<file path="src/rtl/bus_initiator_if.sv">
// rtl/bus_initiator_if.sv - command/response handshake and peripheral register bus bundle for bus_initiator
interface bus_initiator_if;
    logic        cmd_valid;
    logic        cmd_ready;
    logic [1:0]  cmd_op;
    logic [4:0]  cmd_addr;
    logic [31:0] cmd_data;
    logic [31:0] cmd_mask;
    logic        rsp_valid;
    logic        rsp_ready;
    logic [31:0] rsp_data;
    logic        rsp_err;
    logic [4:0]  A;
    logic [31:0] WD;
    logic        WE;
    logic [31:0] RD;

    modport master (
        input  cmd_valid, cmd_op, cmd_addr, cmd_data, cmd_mask, rsp_ready, RD,
        output cmd_ready, rsp_valid, rsp_data, rsp_err, A, WD, WE
    );

    modport slave (
        output cmd_valid, cmd_op, cmd_addr, cmd_data, cmd_mask, rsp_ready, RD,
        input  cmd_ready, rsp_valid, rsp_data, rsp_err, A, WD, WE
    );
endinterface

</file>
<file path="src/rtl/bus_initiator.sv">
// rtl/bus_initiator.sv - one-command-at-a-time READ/WRITE/RMW/POLL initiator for the peripheral register bus
// POLL support is built only when BUS_INITIATOR_POLL_EN is defined; otherwise op 11 answers with an error.
module bus_initiator #(
    parameter int POLL_MAX = 1000
) (
    input  logic            clk,
    input  logic            rst,
    bus_initiator_if.master bus
);
    localparam logic [1:0] OP_READ  = 2'b00;
    localparam logic [1:0] OP_WRITE = 2'b01;
    localparam logic [1:0] OP_RMW   = 2'b10;

    localparam logic [2:0] S_IDLE = 3'd0;
    localparam logic [2:0] S_EXEC = 3'd1;
    localparam logic [2:0] S_WB   = 3'd2;
    localparam logic [2:0] S_RESP = 3'd4;
`ifdef BUS_INITIATOR_POLL_EN
    localparam logic [2:0] S_POLL = 3'd3;
    localparam int         CW      = $clog2(POLL_MAX + 1);
    localparam logic [CW-1:0] CNT_MAX = CW'(POLL_MAX);
    localparam logic [CW-1:0] CNT_ONE = CW'(1);
`endif

    if (POLL_MAX < 1 || POLL_MAX > 65535) begin : g_poll_max_check
        $error("bus_initiator: POLL_MAX out of range");
    end

    logic [2:0]  state;
    logic [1:0]  op;
    logic [31:0] data;
    logic [31:0] mask;
`ifdef BUS_INITIATOR_POLL_EN
    logic [CW-1:0] cnt;
    logic [CW-1:0] cnt_next;
    logic          poll_hit;

    assign cnt_next = (cnt == CNT_MAX) ? cnt : cnt + CNT_ONE;
    assign poll_hit = (bus.RD & mask) == (data & mask);
`endif

    assign bus.cmd_ready = (state == S_IDLE) && !rst;
    assign bus.rsp_valid = (state == S_RESP);

    always_ff @(posedge clk) begin
        if (rst) begin
            state        <= S_IDLE;
            op           <= OP_READ;
            data         <= '0;
            mask         <= '0;
            bus.A        <= '0;
            bus.WD       <= '0;
            bus.WE       <= 1'b0;
            bus.rsp_data <= '0;
            bus.rsp_err  <= 1'b0;
`ifdef BUS_INITIATOR_POLL_EN
            cnt          <= '0;
`endif
        end else begin
            bus.WE <= 1'b0;
            case (state)
                S_IDLE: begin
                    if (bus.cmd_valid) begin
                        op          <= bus.cmd_op;
                        data        <= bus.cmd_data;
                        mask        <= bus.cmd_mask;
                        bus.A       <= bus.cmd_addr;
                        bus.rsp_err <= 1'b0;
                        // WRITE is launched from the accept edge so WE lands in the EXEC cycle.
                        if (bus.cmd_op == OP_WRITE) begin
                            bus.WE <= 1'b1;
                            bus.WD <= bus.cmd_data;
                        end
                        state <= S_EXEC;
                    end
                end
                S_EXEC: begin
                    case (op)
                        OP_READ: begin
                            bus.rsp_data <= bus.RD;
                            state        <= S_RESP;
                        end
                        OP_WRITE: begin
                            bus.rsp_data <= data;
                            state        <= S_RESP;
                        end
                        OP_RMW: begin
                            bus.WD <= (bus.RD & ~mask) | (data & mask);
                            bus.WE <= 1'b1;
                            state  <= S_WB;
                        end
                        default: begin
`ifdef BUS_INITIATOR_POLL_EN
                            cnt   <= '0;
                            state <= S_POLL;
`else
                            bus.rsp_data <= '0;
                            bus.rsp_err  <= 1'b1;
                            state        <= S_RESP;
`endif
                        end
                    endcase
                end
                S_WB: begin
                    bus.rsp_data <= bus.WD;
                    state        <= S_RESP;
                end
`ifdef BUS_INITIATOR_POLL_EN
                S_POLL: begin
                    bus.rsp_data <= bus.RD;
                    cnt          <= cnt_next;
                    // A match on the final sample still counts as success.
                    if (poll_hit) begin
                        bus.rsp_err <= 1'b0;
                        state       <= S_RESP;
                    end else if (cnt_next == CNT_MAX) begin
                        bus.rsp_err <= 1'b1;
                        state       <= S_RESP;
                    end
                end
`endif
                S_RESP: begin
                    if (bus.rsp_ready) state <= S_IDLE;
                end
                default: state <= S_IDLE;
            endcase
        end
    end
endmodule

</file>
<file path="src/flat_wrapper.sv">
// flat-port wrapper written by rule: the top's interface ports become plain ports
module bus_initiator_flat 
#(
    parameter int POLL_MAX = 1000
)
  (clk, rst, bus_cmd_valid, bus_cmd_op, bus_cmd_addr, bus_cmd_data, bus_cmd_mask, bus_rsp_ready, bus_RD, bus_cmd_ready, bus_rsp_valid, bus_rsp_data, bus_rsp_err, bus_A, bus_WD, bus_WE);
  bus_initiator_if bus_i ();
  input  logic clk;
  input  logic rst;
  input wire logic [$bits(bus_i.cmd_valid)-1:0] bus_cmd_valid;
  input wire logic [$bits(bus_i.cmd_op)-1:0] bus_cmd_op;
  input wire logic [$bits(bus_i.cmd_addr)-1:0] bus_cmd_addr;
  input wire logic [$bits(bus_i.cmd_data)-1:0] bus_cmd_data;
  input wire logic [$bits(bus_i.cmd_mask)-1:0] bus_cmd_mask;
  input wire logic [$bits(bus_i.rsp_ready)-1:0] bus_rsp_ready;
  input wire logic [$bits(bus_i.RD)-1:0] bus_RD;
  output wire logic [$bits(bus_i.cmd_ready)-1:0] bus_cmd_ready;
  output wire logic [$bits(bus_i.rsp_valid)-1:0] bus_rsp_valid;
  output wire logic [$bits(bus_i.rsp_data)-1:0] bus_rsp_data;
  output wire logic [$bits(bus_i.rsp_err)-1:0] bus_rsp_err;
  output wire logic [$bits(bus_i.A)-1:0] bus_A;
  output wire logic [$bits(bus_i.WD)-1:0] bus_WD;
  output wire logic [$bits(bus_i.WE)-1:0] bus_WE;
  assign bus_i.cmd_valid = bus_cmd_valid;
  assign bus_i.cmd_op = bus_cmd_op;
  assign bus_i.cmd_addr = bus_cmd_addr;
  assign bus_i.cmd_data = bus_cmd_data;
  assign bus_i.cmd_mask = bus_cmd_mask;
  assign bus_i.rsp_ready = bus_rsp_ready;
  assign bus_i.RD = bus_RD;
  assign bus_cmd_ready = bus_i.cmd_ready;
  assign bus_rsp_valid = bus_i.rsp_valid;
  assign bus_rsp_data = bus_i.rsp_data;
  assign bus_rsp_err = bus_i.rsp_err;
  assign bus_A = bus_i.A;
  assign bus_WD = bus_i.WD;
  assign bus_WE = bus_i.WE;
  bus_initiator #(.POLL_MAX(POLL_MAX)) u_core (.clk(clk), .rst(rst), .bus(bus_i));
endmodule
</file>
<file path="config.mk">
export PLATFORM = sky130hd
export DESIGN_NAME = bus_initiator_flat
export DESIGN_NICKNAME = d
export VERILOG_FILES = /design/src/rtl/bus_initiator_if.sv /design/src/rtl/bus_initiator.sv /design/src/flat_wrapper.sv
export SDC_FILE = /design/constraint.sdc
export NUM_CORES = 1
export LEC_CHECK = 0
export ABC_AREA = 1
export BUFFER_PORTS_ARGS = -buffer_cell sky130_fd_sc_hd__buf_2
export CAP_MARGIN = 5
export CORE_ASPECT_RATIO = 1.2
export CORE_MARGIN = 3
export CORE_UTILIZATION = 57
export CTS_BUF_LIST = sky130_fd_sc_hd__clkbuf_4 sky130_fd_sc_hd__clkbuf_8 sky130_fd_sc_hd__clkbuf_16
export DETAILED_ROUTE_END_ITERATION = 8
export PLACE_DENSITY_LB_ADDON = 0.2
export RECOVER_POWER = 50
export SLEW_MARGIN = 20
export SYNTH_ARGS = -nofsm -noshare
export SYNTH_HDL_FRONTEND = slang
export SYNTH_SLANG_ARGS = --single-unit
</file>
<file path="constraint.sdc">
create_clock -name clk -period 2.25 [get_ports clk]
set_input_delay 0.45 -clock clk [delete_from_list [all_inputs] [get_ports clk]]
set_output_delay 0.45 -clock clk [all_outputs]
set_load 0.005 [all_outputs]
</file>
==> flow_metrics.env, run 1 <==
export IMPL_internal_power_mw=5.07
export IMPL_synth_edff_count=0
export IMPL_powerDensity_nw_per_um2=855
export IMPL_fin_util_pct=73.2
export IMPL_crit_path_max_fanout=71
export IMPL_slowest_stage="clkbuf_4"
export IMPL_yosysSeqAreaShare_pct=42.4
export IMPL_cts_sinks=140
export IMPL_m1WireLength_mm=8.06
export IMPL_drc=0
export IMPL_cts_tree="built"
export IMPL_critPathMaxStageDelay_ns=0.61
export IMPL_fin_ws_ns=0.372
export IMPL_clockRootBuffer="clkbuf_16"
export IMPL_grt_max_degree=72
export IMPL_async_reset_ff_share_pct=0
export IMPL_crit_family="buffers and inverters"
export IMPL_place_congestion=0.971
export IMPL_grt_usage_pct=33.6
export IMPL_drtPass1Iterations=5
export IMPL_power_leakage_nw=4.01
export IMPL_worstPathCellList="inv_1, nand2_1, inv_1, nand2_4, clkbuf_4, o21ai_0, a21oi_1"
export IMPL_drv_cap=0
export IMPL_num_io_pins=180
export IMPL_hold_path_class="in2reg"
export IMPL_skew_ns=0.00791
export IMPL_synth_area_um2=6610
export IMPL_final_antenna_net_count=0
export IMPL_power_ir_vdd_worst_mv=0.612
export IMPL_p_sw_share_pct=27.7
export IMPL_period_needed_ns=1.88
export IMPL_hold_violations=0
export IMPL_required_ns=2.59
export IMPL_ys_warn_count=0
export IMPL_num_rows=42
export IMPL_ys_types=21
export IMPL_clock_path_buffers=2
export IMPL_seqPwrFrac_pct=39.9
export IMPL_relSlewSlack_pct=51.0
export IMPL_drtIter0Drc=560
export IMPL_htree_levels=4
export IMPL_viasPerCell=5.38
export IMPL_critPathBufInv=3
export IMPL_core_region_area_um2=11200
export IMPL_avgSynthCellArea_um2=6.47
export IMPL_synth_ff_type="dfxtp_1"
export IMPL_rsz0062_at_grt="no"
export IMPL_finalMaxSlewViolations=0
export IMPL_min_path_cells=3
export IMPL_fmaxAchievable_mhz=533
export IMPL_p_switching_mw=1.94
export IMPL_cts_resized=0
export IMPL_worst_pin_slew_ns=0.735
export IMPL_worstSkewPairLatency_ns=0.41
export IMPL_critPathLaunchType="flip-flop"
export IMPL_power_mw=7.01
export IMPL_wl_per_cell_um=15.8
export IMPL_grt_pass1_vias=6983
export IMPL_grt_ovfl_total=0
export IMPL_worst_path_stages=7
export IMPL_worstSetupPathType="reg2reg"
export IMPL_cts_hold_buf=0
export IMPL_synth_largest_area_cell="dfxtp_1"
export IMPL_routed_wirelength_mm=21.4
export IMPL_synth_area_leaders="dfxtp_1 (42%), nand2_1 (21%), a21oi_1 (6.6%), o21ai_0 (6.2%), nor2_1 (5.6%)"
export IMPL_wl_met3_mm=1.51
export IMPL_synth_top_area_share_pct=42.4
export IMPL_vias=7292
export IMPL_drive_gt1_share_pct=16.5
export IMPL_cts_setup_buffers=0
export IMPL_combPwrFrac_pct=16.2
export IMPL_grt_pass1_wl_mm=33.9
export IMPL_clkTransAtPathRegs_ns=0.06
export IMPL_yosys_register_bits=140
export IMPL_dieArea_um2=12900
export IMPL_end_kind="flip-flop"
export IMPL_initial_core_util_pct=59.1
export IMPL_hpwl_mm=15.2
export IMPL_setup_viol=0
export IMPL_synthTopCellsByCount="nand2_1 (370), dfxtp_1 (140), nor2_1 (99)"
export IMPL_netlist_instances=1023
export IMPL_io_buffers=179
export IMPL_status="finished clean"
export IMPL_top_layer_used="met4"
export IMPL_synth_fp_nets=1130
export IMPL_placed_area_um2=7620
export IMPL_finalInstanceArea_um2=8200
export IMPL_arrival_ns=2.22
export IMPL_period_share_pct=83.5
export IMPL_pre_cts_ws_ns=0.586
export IMPL_syn_to_final_growth_pct=23.9
export IMPL_die_x_um=104
export IMPL_antenna_found_initial=2
export IMPL_numCtsBuffers=17
export IMPL_crit_path_frequent_cell="inv_1"
export IMPL_die_y_um=124
export IMPL_r2r_cells=7
export IMPL_clkPwrFrac_pct=43.9
export IMPL_synth_most_common_cell="nand2_1"
export IMPL_tns_ns=0
export IMPL_nets=1292
export IMPL_dr_wl_met2_mm=10.6
final cells by class:
cell class	count	area (µm²)
Fill cell	1011	3000
Tap cell	154	193
Timing Repair Buffer	204	1040
Multi-Input combinational cell	736	3180
Clock inverter	14	218
Clock buffer	18	433
Inverter	86	323
Sequential cell	140	2800
Antenna cell	3	7.51
final timing paths:
path                            slack (ns)                             from                         endpoint
worst max register to register        0.37     u_core.state[0]$_SDFFE_PP0P_      u_core.mask[8]$_SDFFE_PP0P_
worst min register to register        0.44  u_core.bus.rsp_err$_SDFFE_PP0P_  u_core.bus.rsp_err$_SDFFE_PP0P_
worst max-delay path                  0.37     u_core.state[0]$_SDFFE_PP0P_      u_core.mask[8]$_SDFFE_PP0P_
worst min-delay path                  0.27                  bus_cmd_addr[1]     u_core.bus.A[1]$_SDFFE_PP0P_
worst reg2reg max path, delay by kind of cell (launching register included):
kind                   cells  cell delay [ns]
DFF                        1             0.40
buffers and inverters      3             0.82
AOI/OAI and AO/OA          2             0.38
and+or+nand+nor            2             0.20
registers in the layout, indices dropped and copies added (netlist names):
name	cells
u_core.bus.WE	1
u_core.bus.rsp_err	1
u_core.bus.WD	32
u_core.mask	32
u_core.bus.A	5
u_core.state	3
u_core.op	2
u_core.bus.rsp_data	32
u_core.data	32
per-stage QoR:
stage          hold slack (ns)  std cells
6_report                 0.274       1355
5_1_grt                  0.284       1354
4_1_cts                  0.264       1352
3_5_place_dp             0.432       1320
3_3_place_gp             0.432       1320
2_1_floorplan            0.440       1023
per-layer routing:
| metal | vias up | GRT usage, % |
|---|---|---|
| met1 | 3297 | 37.0 |
| li1 | 3547 | - |
| met3 | 84 | 6.22 |
| met4 | 0 | 24.1 |
| met5 | - | 0 |
| met2 | 364 | 58.6 |
power by group through the flow:
stage                     Combinational (mW)  Clock [mW]  Sequential (mW)
after floorplan                        0.700           0             2.83
after detailed placement                1.14           0             2.84
after global routing                    1.28        3.21             2.82
final                                   1.13        3.08             2.80
after global placement                  1.12           0             2.84
after CTS                               1.15        3.10             2.79
cells by family (layout without fill, tap and decap cells):
logic type             after synthesis  after routing  synth area share [%]
AO/OA/AOI/OAI                      181            181                  13.9
other                                0              3                     0
buffers and inverters              147            322                  9.65
flip-flops                         140            140                  42.4
AND/OR/NAND/NOR                    555            555                  34.1
cell usage in the layout (no fill, tap or decap), types with 2 or more instances in the layout:
cell type / synthesis / routed
clkbuf_16: 0 / 17
buf_4: 7 / 22
nor2_4: 2 / 2
bufinv_16: 0 / 5
clkinv_4: 0 / 2
inv_1: 77 / 78
inv_6: 0 / 2
inv_2: 9 / 8
o21ai_1: 11 / 11
buf_12: 0 / 2
dfxtp_1: 140 / 140
o21ai_0: 82 / 82
clkbuf_1: 14 / 53
clkbuf_4: 0 / 2
nand2_1: 370 / 371
buf_2: 36 / 126
nor3_1: 2 / 2
nor2_1: 99 / 98
nand3_1: 60 / 60
clkinvlp_4: 0 / 3
diode_2: 0 / 3
nand3b_1: 17 / 17
a21oi_1: 87 / 87
clkinv_2: 0 / 2
(Power assumes the default switching activity.)
==> inputs of run 2 (changes only) <==
- CORE_UTILIZATION: 57 -> 48
- clock period: 2.25 -> 1.65 ns (I/O delays scaled with it)
==> run 2 against run 1 <==
Hold slack got worse by 0.13 ns. Register-to-register slack got worse by 0.22 ns. Final area increased by 0.32%. Clock power grew 17%. Wire length rose by 0.45%. Sequential cell count did not move. Count of clock-buffer cells in the layout up 2. Combinational power is 42% higher. Power is 28% higher. Core utilization fell by 12 points. First-iteration DRC count up 19%. Sequential share of layout area fell by 0.11 points. Critical path type is now reg2out.
==> flow_metrics.env, run 2 (synthesized netlist as in run 1, its figures left out) <==
export IMPL_arrival_ns=1.25
export IMPL_power_leakage_nw=4.07
export IMPL_htree_levels=4
export IMPL_end_kind="output port"
export IMPL_fin_cells=1372
export IMPL_fin_ws_ns=0.0729
export IMPL_viasPerCell=5.19
export IMPL_core_region_area_um2=13400
export IMPL_relSlewSlack_pct=65.9
export IMPL_drtPass1Iterations=5
export IMPL_worst_pin_slew_ns=0.512
export IMPL_worstSkewPairLatency_ns=0.42
export IMPL_power_mw=8.99
export IMPL_seq_area_um2=2800
export IMPL_layout_common_cells="nand2_1 (369), buf_2 (141), dfxtp_1 (140)"
export IMPL_worst_hold_slack_ns=0.146
export IMPL_clock_path_buffers=2
export IMPL_initial_core_util_pct=49.5
export IMPL_finalMaxSlewViolations=0
export IMPL_num_io_pins=180
export IMPL_grt_pass1_vias=6653
export IMPL_die_y_um=135
export IMPL_crit_path_max_fanout=4
export IMPL_antenna_found_initial=2
export IMPL_wl_per_cell_um=15.7
export IMPL_slowest_stage="dfxtp_1"
export IMPL_worstSetupPathType="reg2out"
export IMPL_nets=1298
export IMPL_period_share_pct=95.6
export IMPL_pre_cts_ws_ns=0.139
export IMPL_grt_pass1_wl_mm=33.3
export IMPL_syn_to_final_growth_pct=24.3
export IMPL_vias=7114
export IMPL_drtIter0Drc=668
export IMPL_final_common_cell="nand2_1"
export IMPL_multi_input_area_um2=3190
export IMPL_clkTransAtPathRegs_ns=0.06
export IMPL_cts_tree="built"
export IMPL_grt_usage_pct=28.2
export IMPL_cts_setup_buffers=0
export IMPL_fmaxAchievable_mhz=634
export IMPL_skew_ns=0.00627
export IMPL_required_ns=1.32
export IMPL_powerDensity_nw_per_um2=1090
export IMPL_drive_gt1_share_pct=18.6
export IMPL_grt_ovfl_total=0
export IMPL_place_inst=1340
export IMPL_dieArea_um2=15200
export IMPL_drv_cap=0
export IMPL_num_rows=46
export IMPL_period_needed_ns=1.58
export IMPL_power_ir_vdd_worst_mv=0.794
export IMPL_cts_sinks=140
export IMPL_grt_max_degree=43
export IMPL_numCtsBuffers=17
export IMPL_hpwl_mm=15.7
export IMPL_drc=0
export IMPL_routed_wirelength_mm=21.5
export IMPL_critPathLaunchType="flip-flop"
export IMPL_io_buffers=179
export IMPL_setup_viol=0
export IMPL_tns_ns=0
export IMPL_n_antenna_cell=0
export IMPL_rsz0062_at_grt="no"
export IMPL_hold_violations=0
export IMPL_critPathMaxStageDelay_ns=0.37
export IMPL_hold_path_class="in2reg"
export IMPL_fillers=1336
export IMPL_final_antenna_net_count=0
export IMPL_clockRootBuffer="clkbuf_16"
export IMPL_worstPathCellList="nor2_4, nand2_2, nor2_2, buf_2"
export IMPL_place_congestion=0.879
export IMPL_status="finished clean"
export IMPL_die_x_um=113
run 2: cell types whose count changed in the layout (fill, tap and decap cells not counted), sizes merged:
| cell | change |
|---|---|
| clkbuf | -11 |
| clkinv | +3 |
| buf | +19 |
| diode | -3 |
| bufinv | -4 |
| inv | -2 |
| clkinvlp | +1 |
run 2: area by class of cell:
type / instances / area share (%)
well taps: 168 / 2.56
multi-input cells: 736 / 38.8
repair buffers: 210 / 13.8
clock inverters: 12 / 1.20
inverters: 86 / 3.99
flip-flops and latches: 140 / 34.1
clock buffers: 20 / 5.52
run 2: worst max-delay path: cells and delay by family (launching register included):
kind | cells | cell delay, ns
buffers and inverters | 1 | 0.13
AND/OR/NAND/NOR | 3 | 0.33
flip-flops | 1 | 0.37
run 2: worst paths after layout:
path                           startpoint                      endpoint  slack [ns]  depth (start not counted)
max          u_core.state[1]$_SDFFE_PP0P_                 bus_cmd_ready        0.07                          4
min                       bus_cmd_addr[0]  u_core.bus.A[0]$_SDFFE_PP0P_        0.15                          3
min reg2reg  u_core.bus.A[1]$_SDFFE_PP0P_  u_core.bus.A[1]$_SDFFE_PP0P_        0.47                          2
max reg2reg  u_core.state[1]$_SDFFE_PP0P_   u_core.mask[1]$_SDFFE_PP0P_        0.15                          7
run 2: what timing repair did:
item | 4_1_cts | 5_1_grt
endpoints found under the hold margin | 0 | 0
resized for setup | 2 | 5
hold buffers | 0 | 0
setup endpoints to repair | 1 | 20
gates cloned | 0 | 0
run 2: power by group:
group | internal, mW | switching [mW] | leakage [nW]
Sequential | 3.65 | 0.154 | 1.15
Clock | 2.13 | 1.46 | 0.268
Combinational | 0.591 | 1.01 | 2.65
run 2: metrics by stage:
step                utilization, %  cell area [µm²]
floorplan                        -             6610
global placement              57.7             7710
detailed placement            57.7             7710
CTS                           61.9             8270
global route                  61.6             8220
finish                        61.6             8220
run 2: per-layer routing:
metal	GRT usage, %	share of wire, %
met2	48.6	50
met5	0	0.11
met1	32.4	38
met3	5.74	6.8
met4	16.1	4.8
